**src/rtl/button_event_queue_pkg.sv**
```systemverilog
// Shared button definitions for the press-event path.
// Button codes follow the debouncer bit order: bit0=R, bit1=G, bit2=B, bit3=Y.
package btn_pkg;

  typedef logic [1:0] btn_code_t;

  localparam btn_code_t BTN_RED    = 2'd0;
  localparam btn_code_t BTN_GREEN  = 2'd1;
  localparam btn_code_t BTN_BLUE   = 2'd2;
  localparam btn_code_t BTN_YELLOW = 2'd3;

  localparam int unsigned NUM_BTN = 4;

  // Map a one-hot button vector to its code; all-zero maps to BTN_RED.
  function automatic btn_code_t onehot_to_code(input logic [NUM_BTN-1:0] onehot);
    btn_code_t code;
    code = BTN_RED;
    unique case (onehot)
      4'b0010: code = BTN_GREEN;
      4'b0100: code = BTN_BLUE;
      4'b1000: code = BTN_YELLOW;
      default: code = BTN_RED;
    endcase
    return code;
  endfunction

endpackage

```
**src/rtl/button_event_queue_if.sv**
```systemverilog
// Event handshake between the press queue and the game/sequence logic.
// With BTN_EVENT_TIMESTAMP_EN defined, the head entry's timestamp is carried too.
interface button_event_queue_if #(
  parameter int unsigned TS_WIDTH = 16
);

  logic                evt_valid;
  logic                evt_ready;
  btn_pkg::btn_code_t  evt_code;
`ifdef BTN_EVENT_TIMESTAMP_EN
  logic [TS_WIDTH-1:0] evt_ts;

  modport master (output evt_valid, output evt_code, output evt_ts, input evt_ready);
  modport slave  (input evt_valid, input evt_code, input evt_ts, output evt_ready);
`else
  modport master (output evt_valid, output evt_code, input evt_ready);
  modport slave  (input evt_valid, input evt_code, output evt_ready);
`endif

endinterface

```
**src/rtl/button_event_queue_sync_fifo.sv**
```systemverilog
// Generic single-clock FIFO with occupancy count.
// DEPTH must be a power of two (>= 2) so pointers wrap naturally.
// A push while full is accepted only when a pop happens in the same cycle.
module sync_fifo #(
  parameter  int unsigned WIDTH = 2,
  parameter  int unsigned DEPTH = 8,
  localparam int unsigned AW    = $clog2(DEPTH)
) (
  input  logic             clk,
  input  logic             reset,
  input  logic             push,
  input  logic [WIDTH-1:0] din,
  input  logic             pop,
  output logic [WIDTH-1:0] dout,
  output logic             full,
  output logic             empty,
  output logic [AW:0]      level
);

  logic [WIDTH-1:0] mem [DEPTH];
  logic [AW-1:0]    wr_ptr;
  logic [AW-1:0]    rd_ptr;
  logic [AW:0]      count;
  logic             do_push;
  logic             do_pop;

  assign full    = (count == (AW+1)'(DEPTH));
  assign empty   = (count == '0);
  assign level   = count;
  assign do_pop  = pop && !empty;
  assign do_push = push && (!full || do_pop);
  // Head is forced to zero while empty so the output is defined after reset.
  assign dout    = empty ? '0 : mem[rd_ptr];

  // Storage array: written at the tail, no reset needed.
  always_ff @(posedge clk) begin
    if (do_push) begin
      mem[wr_ptr] <= din;
    end
  end

  // Pointers and occupancy count.
  always_ff @(posedge clk) begin
    if (reset) begin
      wr_ptr <= '0;
      rd_ptr <= '0;
      count  <= '0;
    end else begin
      if (do_push) begin
        wr_ptr <= wr_ptr + AW'(1);
      end
      if (do_pop) begin
        rd_ptr <= rd_ptr + AW'(1);
      end
      unique case ({do_push, do_pop})
        2'b10:   count <= count + (AW+1)'(1);
        2'b01:   count <= count - (AW+1)'(1);
        default: count <= count;
      endcase
    end
  end

endmodule

```
**src/rtl/button_event_queue.sv**
```systemverilog
// Press-event queue behind the four button debouncers.
// Press pulses are latched in a pending register, granted lowest-index first
// into a FIFO, and presented through a valid/ready handshake. A press arriving
// on a button that is still pending (and not granted that cycle) is lost and
// sets the sticky overflow flag.
// Optional: define BTN_EVENT_TIMESTAMP_EN to store a free-running timestamp
// with every entry and present it on evt_ts.
module button_event_queue
  import btn_pkg::*;
#(
  parameter  int unsigned DEPTH    = 8,
  parameter  int unsigned TS_WIDTH = 16,
  localparam int unsigned AW       = $clog2(DEPTH)
) (
  input  logic                        clk,
  input  logic                        reset,
  input  logic [NUM_BTN-1:0]          btn_pulse,
  input  logic                        ovf_clear,
  button_event_queue_if.master        evt,
  output logic [AW:0]                 level,
  output logic                        overflow
);

`ifdef BTN_EVENT_TIMESTAMP_EN
  localparam int unsigned WIDTH = 2 + TS_WIDTH;
`else
  localparam int unsigned WIDTH = 2;
`endif

  logic [NUM_BTN-1:0] pend;
  logic [NUM_BTN-1:0] grant;
  logic [NUM_BTN-1:0] drop;
  logic               do_pop;
  logic               space;
  logic               fifo_full;
  logic               fifo_empty;
  logic [WIDTH-1:0]   fifo_din;
  logic [WIDTH-1:0]   fifo_dout;

  assign do_pop = evt.evt_valid && evt.evt_ready;
  assign space  = !fifo_full || do_pop;
  // Isolate the lowest pending bit; suppressed entirely when there is no room.
  assign grant  = space ? (pend & (~pend + 4'd1)) : '0;
  assign drop   = btn_pulse & pend & ~grant;

  // Pending presses: granted bit leaves, new pulses merge in.
  always_ff @(posedge clk) begin
    if (reset) begin
      pend <= '0;
    end else begin
      pend <= (pend & ~grant) | btn_pulse;
    end
  end

  // Sticky overflow; a drop wins over a simultaneous clear.
  always_ff @(posedge clk) begin
    if (reset) begin
      overflow <= 1'b0;
    end else if (|drop) begin
      overflow <= 1'b1;
    end else if (ovf_clear) begin
      overflow <= 1'b0;
    end
  end

`ifdef BTN_EVENT_TIMESTAMP_EN
  logic [TS_WIDTH-1:0] ts_cnt;
  logic [TS_WIDTH-1:0] ts_pend [NUM_BTN];
  logic [TS_WIDTH-1:0] ts_sel;

  // Free-running timestamp counter.
  always_ff @(posedge clk) begin
    if (reset) begin
      ts_cnt <= '0;
    end else begin
      ts_cnt <= ts_cnt + TS_WIDTH'(1);
    end
  end

  // A merged (dropped) press keeps the timestamp of the press still queued.
  always_ff @(posedge clk) begin
    if (reset) begin
      for (int unsigned i = 0; i < NUM_BTN; i++) begin
        ts_pend[i] <= '0;
      end
    end else begin
      for (int unsigned i = 0; i < NUM_BTN; i++) begin
        if (btn_pulse[i] && (!pend[i] || grant[i])) begin
          ts_pend[i] <= ts_cnt;
        end
      end
    end
  end

  // Select the timestamp of the granted button.
  always_comb begin
    ts_sel = '0;
    for (int unsigned i = 0; i < NUM_BTN; i++) begin
      if (grant[i]) begin
        ts_sel = ts_pend[i];
      end
    end
  end

  assign fifo_din   = {ts_sel, onehot_to_code(grant)};
  assign evt.evt_ts = fifo_dout[2 +: TS_WIDTH];
`else
  assign fifo_din   = onehot_to_code(grant);
`endif

  sync_fifo #(
    .WIDTH (WIDTH),
    .DEPTH (DEPTH)
  ) u_fifo (
    .clk   (clk),
    .reset (reset),
    .push  (|grant),
    .din   (fifo_din),
    .pop   (do_pop),
    .dout  (fifo_dout),
    .full  (fifo_full),
    .empty (fifo_empty),
    .level (level)
  );

  assign evt.evt_valid = !fifo_empty;
  assign evt.evt_code  = fifo_dout[1:0];

endmodule

```
**src/flat_wrapper.sv**
```systemverilog
// flat-port wrapper written by rule: the top's interface ports become plain ports
module button_event_queue_flat import btn_pkg::*;
#(
  parameter  int unsigned DEPTH    = 8,
  parameter  int unsigned TS_WIDTH = 16,
  localparam int unsigned AW       = $clog2(DEPTH)
)
  (clk, reset, btn_pulse, ovf_clear, level, overflow, evt_evt_valid, evt_evt_code, evt_evt_ready);
  button_event_queue_if #(.TS_WIDTH(TS_WIDTH)) evt_i ();
  input  logic clk;
  input  logic reset;
  input  logic [NUM_BTN-1:0] btn_pulse;
  input  logic ovf_clear;
  output logic [AW:0] level;
  output logic overflow;
  output wire logic [$bits(evt_i.evt_valid)-1:0] evt_evt_valid;
  output wire logic [$bits(evt_i.evt_code)-1:0] evt_evt_code;
  input wire logic [$bits(evt_i.evt_ready)-1:0] evt_evt_ready;
  assign evt_evt_valid = evt_i.evt_valid;
  assign evt_evt_code = evt_i.evt_code;
  assign evt_i.evt_ready = evt_evt_ready;
  button_event_queue #(.DEPTH(DEPTH), .TS_WIDTH(TS_WIDTH)) u_core (.clk(clk), .reset(reset), .btn_pulse(btn_pulse), .ovf_clear(ovf_clear), .evt(evt_i), .level(level), .overflow(overflow));
endmodule
```
**config.mk**
```make
export PLATFORM = sky130hd
export DESIGN_NAME = button_event_queue_flat
export DESIGN_NICKNAME = d
export VERILOG_FILES = /design/src/rtl/button_event_queue_pkg.sv /design/src/rtl/button_event_queue_if.sv /design/src/rtl/button_event_queue_sync_fifo.sv /design/src/rtl/button_event_queue.sv /design/src/flat_wrapper.sv
export SDC_FILE = /design/constraint.sdc
export NUM_CORES = 1
export LEC_CHECK = 0
export CELL_PAD_IN_SITES_DETAIL_PLACEMENT = 0
export CELL_PAD_IN_SITES_GLOBAL_PLACEMENT = 2
export CORE_MARGIN = 5
export CORE_UTILIZATION = 33
export CTS_CLUSTER_SIZE = 25
export DETAILED_ROUTE_END_ITERATION = 10
export PLACE_DENSITY_LB_ADDON = 0.25
export SYNTH_ARGS = -nofsm -noshare
export SYNTH_HDL_FRONTEND = slang
export SYNTH_HIERARCHICAL = 1
export SYNTH_SLANG_ARGS = --single-unit
```
**constraint.sdc**
```tcl
create_clock -name clk -period 3 [get_ports clk]
set_input_delay 0.3 -clock clk [delete_from_list [all_inputs] [get_ports clk]]
set_output_delay 0.3 -clock clk [all_outputs]
set_load 0.1 [all_outputs]
```
==> results of run 1 <==
sequential cells by signal (all words and copies together) (netlist names), named ones only:
signal	flops
u_core/u_fifo/mem	16
u_core/u_fifo/level	4
u_core/overflow	1
u_core/u_fifo/rd_ptr	3
u_core/pend	4
u_core/u_fifo/wr_ptr	3
cells in the final DEF (no fill, tap or decap), types with 5 or more instances in the layout:
cell	synthesis	layout
sky130_fd_sc_hd__buf_4	0	11
sky130_fd_sc_hd__inv_1	11	9
sky130_fd_sc_hd__mux2i_1	6	6
sky130_fd_sc_hd__edfxtp_1	16	16
sky130_fd_sc_hd__nor2_1	25	25
sky130_fd_sc_hd__a21oi_1	8	7
sky130_fd_sc_hd__clkbuf_8	0	5
sky130_fd_sc_hd__dfxtp_1	18	14
sky130_fd_sc_hd__clkdlybuf4s50_1	0	7
power by group through the flow:
stage	Clock (W)	Combinational, W	Sequential (W)
after global placement	0	0.000855	0.000683
final	0.000324	0.000862	0.000669
after CTS	0.000336	0.000870	0.000672
after detailed placement	0	0.000867	0.000682
after global routing	0.000354	0.000918	0.000686
after floorplan	0	0.000575	0.000787
kinds of logic (layout without fill, tap and decap cells):
logic type | count (synthesis) | count (layout) | synth area share [%]
multiplexers | 11 | 11 | 10.2
adder cells (fa/ha/maj) | 5 | 5 | 4.42
XOR/XNOR | 6 | 6 | 3.31
buffers and inverters | 14 | 37 | 3.39
AO/OA/AOI/OAI | 24 | 24 | 11.8
AND/OR/NAND/NOR | 45 | 45 | 13.9
flip-flops | 34 | 34 | 53.0
stage by stage:
step	hold WS (ns)	setup slack [ns]
finish	0.510	0.179
global route	0.548	0.0913
CTS	0.506	0.176
detailed placement	0.487	0.130
global placement	0.487	0.250
floorplan	0.369	0.0126
area by class of cell:
class                      instances  area, um^2
tap                               54        67.6
multi-input combinational         91         706
fill                             465        2780
sequential                        34         856
clock inverter                     3        16.3
clock buffer                       5        68.8
inverter                          11        41.3
timing repair buffer              18         153
worst reg2reg max path, cell delays in order, from the launching register on:
cell and delay (ns):
sky130_fd_sc_hd__dfxtp_4 0.39, sky130_fd_sc_hd__or4b_4 0.59, sky130_fd_sc_hd__inv_2 0.09, sky130_fd_sc_hd__and2_4 0.16, sky130_fd_sc_hd__a21oi_1 0.06, sky130_fd_sc_hd__or2_4 0.26
sky130_fd_sc_hd__inv_2 0.06, sky130_fd_sc_hd__ha_1 0.22, sky130_fd_sc_hd__a21o_1 0.17, sky130_fd_sc_hd__a21oi_2 0.14, sky130_fd_sc_hd__mux2i_1 0.23, sky130_fd_sc_hd__mux2_1 0.34
per-layer routing:
| metal | global-route usage (%) | wire length [um] | vias up |
|---|---|---|---|
| li1 | - | - | 539 |
| met1 | 14.9 | 1530 | 513 |
| met2 | 17.1 | 1510 | 17 |
| met3 | 3.63 | 105 | 5 |
| met4 | 4.12 | 33 | 0 |
| met5 | 0 | 0 | - |
path summary, 6_finish.rpt:
kind,end,slack (ns)
max,u_core/u_fifo/level[3],0.18
min,u_core/u_fifo/wr_ptr[0],0.51
max reg2reg,u_core/u_fifo/level[3],0.18
min reg2reg,u_core/u_fifo/wr_ptr[0],0.51
==> reports/results.tsv, run 1 <==
metric	value	unit
synth.net_count	152	
worst-path-stages	11	
total_power	0.00186	W
synthTopCellsByCount	25 x sky130_fd_sc_hd__nor2_1, 18 x sky130_fd_sc_hd__dfxtp_1, 16 x sky130_fd_sc_hd__edfxtp_1, 11 x sky130_fd_sc_hd__inv_1, 8 x sky130_fd_sc_hd__a21oi_1	
intPower	0.00101	W
seqPwrFrac	36.1	%
post-place-cells	208	
critical_path.cell_chain	or4b_4, inv_2, and2_4, a21oi_1, or2_4, inv_2, ha_1, a21o_1, a21oi_2, mux2i_1, mux2_1	
dr.first_iter.drc_count	33	
synthesis.instances	139	
portbufs	15	
yosys_warnings	6	
post_synth.cell_area_avg	11.4	um^2
fp.dieH	79.3	um
flops_latches_synth	34	
hold_path.startpoint	u_core/u_fifo/wr_ptr[0]	
synth_sequential_area_ratio	53.0	%
groute.usage.overall	11.2	%
synth_area_leader_cell	sky130_fd_sc_hd__edfxtp_1	
antenna_found_initial	0	
dpl.hpwl	2370	um
firstDrtPassIters	4	
die_width	79.3	um
synth-async-reset-ratio	0	%
final_sum_of_negative_setup_slack	0	ns
crit_path_top_delay_cell	sky130_fd_sc_hd__or4b_4	
antenna_cells	0	
critical_path_arrival	2.98	ns
post_cts_hold_buffer_count	0	
totalWireLength	3170	um
crit_type	register to register	
power.share.switching	45.5	%
crit_required	3.16	ns
crit_top_cell	sky130_fd_sc_hd__inv_2	
power_per_unit_of_standard_cell_area	973	nW/um^2
startpoint	u_core/u_fifo/level[1]	
cts-resized-gates	0	
worst_pin_slew	0.906	ns
netlist_top_cells_area	sky130_fd_sc_hd__edfxtp_1 30%, sky130_fd_sc_hd__dfxtp_1 23%, sky130_fd_sc_hd__nor2_1 5.9%	
layout.core_utilization	40.7	%
synth_top_area_share	30.3	%
setup_viol_count_final	0	
post_dp_cell_area	1820	um^2
clkSlewWorstSetupHoldPaths	0.07	ns
finalClockSkew	0.00633	ns
worstSetupEndpointType	register	
route.antenna.remaining_nets	0	
yosys.cell_types.count	38	
clk_root_buffer_cell	sky130_fd_sc_hd__clkbuf_8	
p_switching	0.000843	W
synthMostInstantiatedCell	sky130_fd_sc_hd__nor2_1	
finalNetCount	174	
rsz_0062_raised_after_global_routing	false	
irDropWorstVdd	0.556	mV
first_pass_grt_wire_length	5380	um
tritoncts_num_sinks	34	
maxSlewHeadroom	39.1	%
p_comb_share	46.4	%
synth-edff-count	16	
post_route_cells_drive_above_1_share	24.1	%
worst_path_largest_cell_delay	0.59	ns
worst_r2r_path_depth	11	
outcome	finished, final reports clean	
die_area	6290	um^2
top_level_ports	16	
largest_net_degree_at_the_start_of_global_routing	19	
min_period_over_period	94.0	%
maxSlewViolCount	0	
clkLatencyLatePin	0.28	ns
flow.area_growth_from_synthesis	20.3	%
initial_core_utilization	33.8	%
floorplan.rows	25	
detail_route.wl_per_cell	14.7	um
first_global_vias	1076	
clock_tree_from_tritoncts	built	
layoutNonFillerInstCount	216	
vias	1074	
start_kind	register	
timing.hold.worst.class	register to register	
reg_to_reg_critical_path_startpoint	u_core/u_fifo/level[1]	
routed_via_density	4.97	
gp_congestion	0.690	
cts_max_path_buffers	2	
grt.overflow.total	0	
depth_of_the_cts_h_tree	2	
pwr-share-clk	17.5	%
cp_top_family	simple AND/OR/NAND/NOR gates	
tritoncts.num_buffers	5	
drc_errors	0	
finish.instance_area	1910	um^2
power.static_leakage	0.759	nW
cp_max_fo	9	
critPathBufInv	2	
achievable-frequency	0.355	GHz
hold_viol	0	
period_minus_slack	2.82	ns
netlist_area	1590	um^2
maxCapViolations	0	
post-cts-setup-buffers	0	
core_region_area	4690	um^2
whs_path_depth	2	
yosys_most_used_dff	sky130_fd_sc_hd__dfxtp_1	
Power figures use the tool's default switching activity.
==> run 2, diff against run 1 <==
--- a/config.mk
+++ b/config.mk
@@ -5,13 +5,14 @@
 export SDC_FILE = /design/constraint.sdc
 export NUM_CORES = 1
 export LEC_CHECK = 0
+export ABC_AREA = 1
 export CELL_PAD_IN_SITES_DETAIL_PLACEMENT = 0
 export CELL_PAD_IN_SITES_GLOBAL_PLACEMENT = 2
 export CORE_MARGIN = 5
-export CORE_UTILIZATION = 33
+export CORE_UTILIZATION = 30
 export CTS_CLUSTER_SIZE = 25
 export DETAILED_ROUTE_END_ITERATION = 10
-export PLACE_DENSITY_LB_ADDON = 0.25
+export PLACE_DENSITY_LB_ADDON = 0.3
 export SYNTH_ARGS = -nofsm -noshare
 export SYNTH_HDL_FRONTEND = slang
 export SYNTH_HIERARCHICAL = 1
==> run 2 against run 1 <==
Compared with the run above:
- first-iteration DRC count is 110% higher
- fmax is 16% higher
- highest routed layer unchanged
- clock skew is 0.0026 ns higher
- worst setup slack gained 0.39 ns
- total power rose by 10%
- area after synthesis increased by 1.4%
- register-to-register slack improved by 0.39 ns
- clock power shrank 2%
==> reports/results.tsv, run 2 <==
metric	value	unit
gp_congestion	0.792	
min_period_over_period	80.9	%
cts_max_path_buffers	2	
fill_cells	541	
maxCapViolations	0	
dr.first_iter.drc_count	68	
route.antenna.remaining_nets	0	
synth_compound_area_share	10.4	%
clock_tree_from_tritoncts	built	
die_width	83.2	um
drc_errors	0	
layout.core_utilization	36.9	%
final_sum_of_negative_setup_slack	0	ns
initial_core_utilization	31.1	%
firstDrtPassIters	4	
yosys.cell_types.count	23	
synth_sequential_area_ratio	52.3	%
first_pass_grt_wire_length	5540	um
post_cts_hold_buffer_count	0	
place_worst_setup_slack	0.467	ns
layout_commonest_cell	sky130_fd_sc_hd__nor2_1	
cts-resized-gates	0	
flops_latches_synth	34	
hold_viol	0	
vias	1301	
synth.net_count	207	
clkSlewWorstSetupHoldPaths	0.07	ns
largest_register_ffs	16	
post_synth.cell_area_avg	8.29	um^2
clkLatencyLatePin	0.28	ns
cp_max_fo	7	
routed_via_density	4.55	
maxSlewHeadroom	75.2	%
synthTopCellsByCount	39 x sky130_fd_sc_hd__nor2_1, 28 x sky130_fd_sc_hd__inv_1, 28 x sky130_fd_sc_hd__nand2_1, 18 x sky130_fd_sc_hd__dfxtp_1, 16 x sky130_fd_sc_hd__edfxtp_1	
largest_net_degree_at_the_start_of_global_routing	11	
top_level_ports	16	
netlist_area	1610	um^2
start_kind	register	
synth-edff-count	16	
outcome	finished, final reports clean	
irDropWorstVdd	0.547	mV
totalWireLength	3260	um
crit_required	3.18	ns
power_per_unit_of_standard_cell_area	1070	nW/um^2
power.static_leakage	0.841	nW
dpl.hpwl	2560	um
floorplan.rows	26	
regArea	846	um^2
largest_register	u_core/u_fifo/mem	
tritoncts_num_sinks	34	
finalClockSkew	0.00892	ns
die_area	6930	um^2
xor_xnor_share_of_the_synthesized_area	1.09	%
core_region_area	5170	um^2
detail_route.wl_per_cell	11.4	um
netlist_top_cells_area	sky130_fd_sc_hd__edfxtp_1 30%, sky130_fd_sc_hd__dfxtp_1 22%, sky130_fd_sc_hd__nor2_1 9.1%	
commonest_cells_after_routing_fill_and_taps_aside	39 x sky130_fd_sc_hd__nor2_1, 28 x sky130_fd_sc_hd__inv_1, 28 x sky130_fd_sc_hd__nand2_1	
synthMostInstantiatedCell	sky130_fd_sc_hd__nor2_1	
post_dp_cell_area	1830	um^2
main_combinational_cell_family_by_area_after_synthesis	simple AND/OR/NAND/NOR gates	
yosys_most_used_dff	sky130_fd_sc_hd__dfxtp_1	
maxSlewViolCount	0	
portbufs	15	
antenna_cells	0	
grt.overflow.total	0	
synth_area_leader_cell	sky130_fd_sc_hd__edfxtp_1	
setup_slack	0.572	ns
flow.area_growth_from_synthesis	18.5	%
worstSetupEndpointType	register	
post_route_cells_drive_above_1_share	14.8	%
synthesis.instances	194	
worst_pin_slew	0.371	ns
fp.dieH	83.2	um
tritoncts.num_buffers	5	
post-cts-setup-buffers	0	
first_global_vias	1241	
crit_type	register to register	
post_synth_mux_area_share	0	%
finalNetCount	228	
post_synth_fa_ha_maj_area_fraction	4.35	%
synth-async-reset-ratio	0	%
synth_top_area_share	29.9	%
achievable-frequency	0.412	GHz
yosys.area_share.simple	24.1	%
depth_of_the_cts_h_tree	2	
groute.usage.overall	9.71	%
rsz_0062_raised_after_global_routing	false	
multi_input_comb_area	643	um^2
setup_viol_count_final	0	
clk_root_buffer_cell	sky130_fd_sc_hd__clkbuf_8	
period_minus_slack	2.43	ns
finish.instance_area	1910	um^2
critical_path_arrival	2.61	ns
antenna_found_initial	0	
yosys_warnings	6	
timing.hold.worst.class	register to register	
run 2: metrics by stage:
step	hold WS (ns)	total power [W]	cells
final	0.484	0.00204	286
after detailed placement	0.482	0.00174	278
after CTS	0.492	0.00207	286
after global routing	0.515	0.00218	286
after floorplan	0.369	0.00152	194
after global placement	0.477	0.00173	278
run 2: cell families (layout without fill, tap and decap cells):
kind of cell / Yosys count / after routing
compound gates: 31 / 31
flops: 34 / 34
fa+ha+maj: 5 / 5
simple gates: 89 / 89
buf+inv: 33 / 55
xor+xnor: 2 / 2
run 2: final timing paths:
kind	from	cells past startpoint	slack, ns	endpoint
worst max-delay path	u_core/u_fifo/level[1]	16	0.57	u_core/u_fifo/level[3]
worst min-delay path	u_core/pend[0]	2	0.48	u_core/pend[0]
worst max register to register	u_core/u_fifo/level[1]	16	0.57	u_core/u_fifo/level[3]
worst min register to register	u_core/pend[0]	2	0.48	u_core/pend[0]
run 2: report_power, final:
part           internal (W)  switching, W
combinational      0.000249      0.000795
clock              0.000165      0.000151
sequential         0.000598     0.0000852
total               0.00101       0.00103
run 2: worst max-delay path: stages, from the launching register on:
cell                      delay, ns
sky130_fd_sc_hd__dfxtp_2       0.40
sky130_fd_sc_hd__nor2_4        0.06
sky130_fd_sc_hd__nand2_2       0.14
sky130_fd_sc_hd__inv_1         0.07
sky130_fd_sc_hd__inv_2         0.08
sky130_fd_sc_hd__a21oi_2       0.07
sky130_fd_sc_hd__a31oi_1       0.26
sky130_fd_sc_hd__inv_1         0.10
sky130_fd_sc_hd__nand3_1       0.17
sky130_fd_sc_hd__inv_1         0.08
sky130_fd_sc_hd__ha_1          0.32
sky130_fd_sc_hd__a21oi_1       0.21
sky130_fd_sc_hd__nand3_1       0.09
sky130_fd_sc_hd__nand2_1       0.10
sky130_fd_sc_hd__nand3_1       0.07
sky130_fd_sc_hd__nand2_1       0.06
sky130_fd_sc_hd__nor2_1        0.04
run 2: layer usage:
metal  wire length, um  share of wire (%)  GRT usage, %
met1              1490                 46          11.5
met2              1520                 47          15.9
met3               177                5.4          3.37
met4                73                2.2          4.16
met5                 0                  0             0
run 2: layout make-up:
type | instances | share of cell area [%]
clock buffer | 8 | 4.20
timing repair buffer | 15 | 6.82
tap | 70 | 4.59
inverter | 32 | 6.30
sequential | 34 | 44.4
multi-input combinational | 127 | 33.7
==> run 3, diff against run 2 <==
--- a/config.mk
+++ b/config.mk
@@ -9,7 +9,7 @@
 export CELL_PAD_IN_SITES_DETAIL_PLACEMENT = 0
 export CELL_PAD_IN_SITES_GLOBAL_PLACEMENT = 2
 export CORE_MARGIN = 5
-export CORE_UTILIZATION = 30
+export CORE_UTILIZATION = 33
 export CTS_CLUSTER_SIZE = 25
 export DETAILED_ROUTE_END_ITERATION = 10
 export PLACE_DENSITY_LB_ADDON = 0.3
==> constraint.sdc (replaced) <==
create_clock -name clk -period 2.28 [get_ports clk]
set_input_delay 0.228 -clock clk [delete_from_list [all_inputs] [get_ports clk]]
set_output_delay 0.228 -clock clk [all_outputs]
set_load 0.1 [all_outputs]
==> run 3 against run 2 <==
Compared with the run above:
- sequential share of layout area decreased by 3.3 points
- via count fell by 1.2%
- die area down 8.0%
- register-to-register slack got worse by 0.44 ns
- non-clock buffer count increased by 2
- final area is 9.3% higher
- global-route usage rose by 2.2 points
- cell count is 0.35% lower
- critical path type unchanged
==> reports/results.tsv, run 3 (synthesis results as in run 2) <==
metric	value	unit
outcome	finished, final reports clean	
place_worst_setup_slack	0.0753	ns
achievable-frequency	0.465	GHz
critical_path_arrival	2.33	ns
detail_route.wl_per_cell	11.7	um
firstDrtPassIters	4	
hold-worst-slack	0.484	ns
portbufs	15	
fp.dieH	79.8	um
antenna_cells	0	
routed_via_density	4.51	
worst_pin_slew	0.282	ns
hold_viol	0	
power_per_unit_of_standard_cell_area	1520	nW/um^2
worstSetupEndpointType	register	
depth_of_the_cts_h_tree	2	
die_area	6370	um^2
route.antenna.remaining_nets	0	
tritoncts.num_buffers	5	
total_power	0.00317	W
vias	1285	
maxSlewViolCount	0	
cp_max_fo	5	
cts_max_path_buffers	2	
finalClockSkew	0.00459	ns
clock_tree_from_tritoncts	built	
flow.area_growth_from_synthesis	29.5	%
gp_congestion	0.806	
fill_cells	464	
top_level_ports	16	
groute.usage.overall	11.9	%
clkSlewWorstSetupHoldPaths	0.07	ns
layout_commonest_cell	sky130_fd_sc_hd__nor2_1	
commonest_cells_after_routing_fill_and_taps_aside	36 x sky130_fd_sc_hd__nor2_1, 28 x sky130_fd_sc_hd__nand2_1, 26 x sky130_fd_sc_hd__inv_1	
regArea	856	um^2
post_cts_hold_buffer_count	0	
largest_net_degree_at_the_start_of_global_routing	13	
maxCapViolations	0	
multi_input_comb_area	708	um^2
grt.overflow.total	0	
clk_root_buffer_cell	sky130_fd_sc_hd__clkbuf_8	
post-place-cells	277	
dpl.hpwl	2560	um
period_minus_slack	2.15	ns
timing.hold.worst.class	register to register	
dr.first_iter.drc_count	65	
timing.reg2reg.setup_slack	0.13	ns
start_kind	register	
first_pass_grt_wire_length	5760	um
drc_errors	0	
floorplan.rows	25	
layoutNonFillerInstCount	285	
clkLatencyLatePin	0.29	ns
finalNetCount	230	
post_route_cells_drive_above_1_share	21.6	%
power.static_leakage	0.893	nW
crit_type	register to register	
largest_register_ffs	16	
setup_viol_count_final	0	
irDropWorstVdd	0.475	mV
first_global_vias	1271	
initial_core_utilization	34.1	%
tritoncts_num_sinks	34	
core_region_area	4720	um^2
die_width	79.8	um
largest_register	u_core/u_fifo/mem	
totalWireLength	3330	um
crit_required	2.47	ns
setup_slack	0.131	ns
maxSlewHeadroom	81.3	%
min_period_over_period	94.3	%
antenna_found_initial	0	
-- run 3: changes by cell type in the layout (fill, tap and decap cells not counted), sizes merged --
cell    before  now
clkbuf       8    5
buf          8   10
clkinv       0    1
bufinv       0    2
-- run 3: final timing paths --
kind,from,endpoint,cells after the start
worst max-delay path,u_core/u_fifo/level[1],u_core/u_fifo/level[3],16
worst min register to register,u_core/pend[0],u_core/pend[0],2
worst min-delay path,u_core/pend[0],u_core/pend[0],2
worst max register to register,u_core/u_fifo/level[1],u_core/u_fifo/level[3],16
-- run 3: worst max-delay path, cell delays in order, from the launching register on --
cell and delay [ns]:
sky130_fd_sc_hd__dfxtp_4 0.37, sky130_fd_sc_hd__nor2_4 0.16, sky130_fd_sc_hd__nand3_2 0.10, sky130_fd_sc_hd__inv_1 0.10, sky130_fd_sc_hd__inv_1 0.07, sky130_fd_sc_hd__a21oi_4 0.14
sky130_fd_sc_hd__a31oi_2 0.06, sky130_fd_sc_hd__inv_1 0.13, sky130_fd_sc_hd__nand3_4 0.11, sky130_fd_sc_hd__inv_2 0.10, sky130_fd_sc_hd__ha_4 0.21, sky130_fd_sc_hd__a21oi_2 0.16
sky130_fd_sc_hd__nand3_1 0.08, sky130_fd_sc_hd__nand2_1 0.09, sky130_fd_sc_hd__nand3_1 0.07, sky130_fd_sc_hd__nand2_1 0.06, sky130_fd_sc_hd__nor2_1 0.04
-- run 3: layout make-up --
type | count | share of cell area, %
Sequential cell | 34 | 41.1
Tap cell | 67 | 4.02
Clock inverter | 3 | 3.30
Inverter | 32 | 6.13
Multi-Input combinational cell | 127 | 34.0
Timing Repair Buffer | 17 | 8.17
Clock buffer | 5 | 3.30
-- run 3: stage by stage --
step	setup TNS, ns	utilization, %	area [um^2]
floorplan	-0.0299	-	1680
global placement	0	40.8	1930
detailed placement	0	40.8	1930
CTS	0	43.7	2060
global route	-0.00160	44.1	2080
finish	0	44.1	2080
-- run 3: report_power, final --
group | internal, W | leakage (nW) | switching, W | total (W)
registers | 0.000796 | 0.299 | 0.000119 | 0.000915
logic | 0.000459 | 0.525 | 0.00113 | 0.00159
clock network | 0.000438 | 0.0683 | 0.000228 | 0.000666
total | 0.00169 | 0.893 | 0.00148 | 0.00317
-- run 3: per-layer routing --
layer	up-vias	track usage [%]	part of all wire [%]
li1	674	-	-
met1	581	14.2	44
met2	22	19.6	49
met3	8	3.72	4.6
met4	0	5.57	2.2
met5	-	0	0
-- run 3: what timing repair did --
item	CTS	global route
gates resized for setup	0	4
endpoints found under the setup margin	0	1
setup buffers	0	0
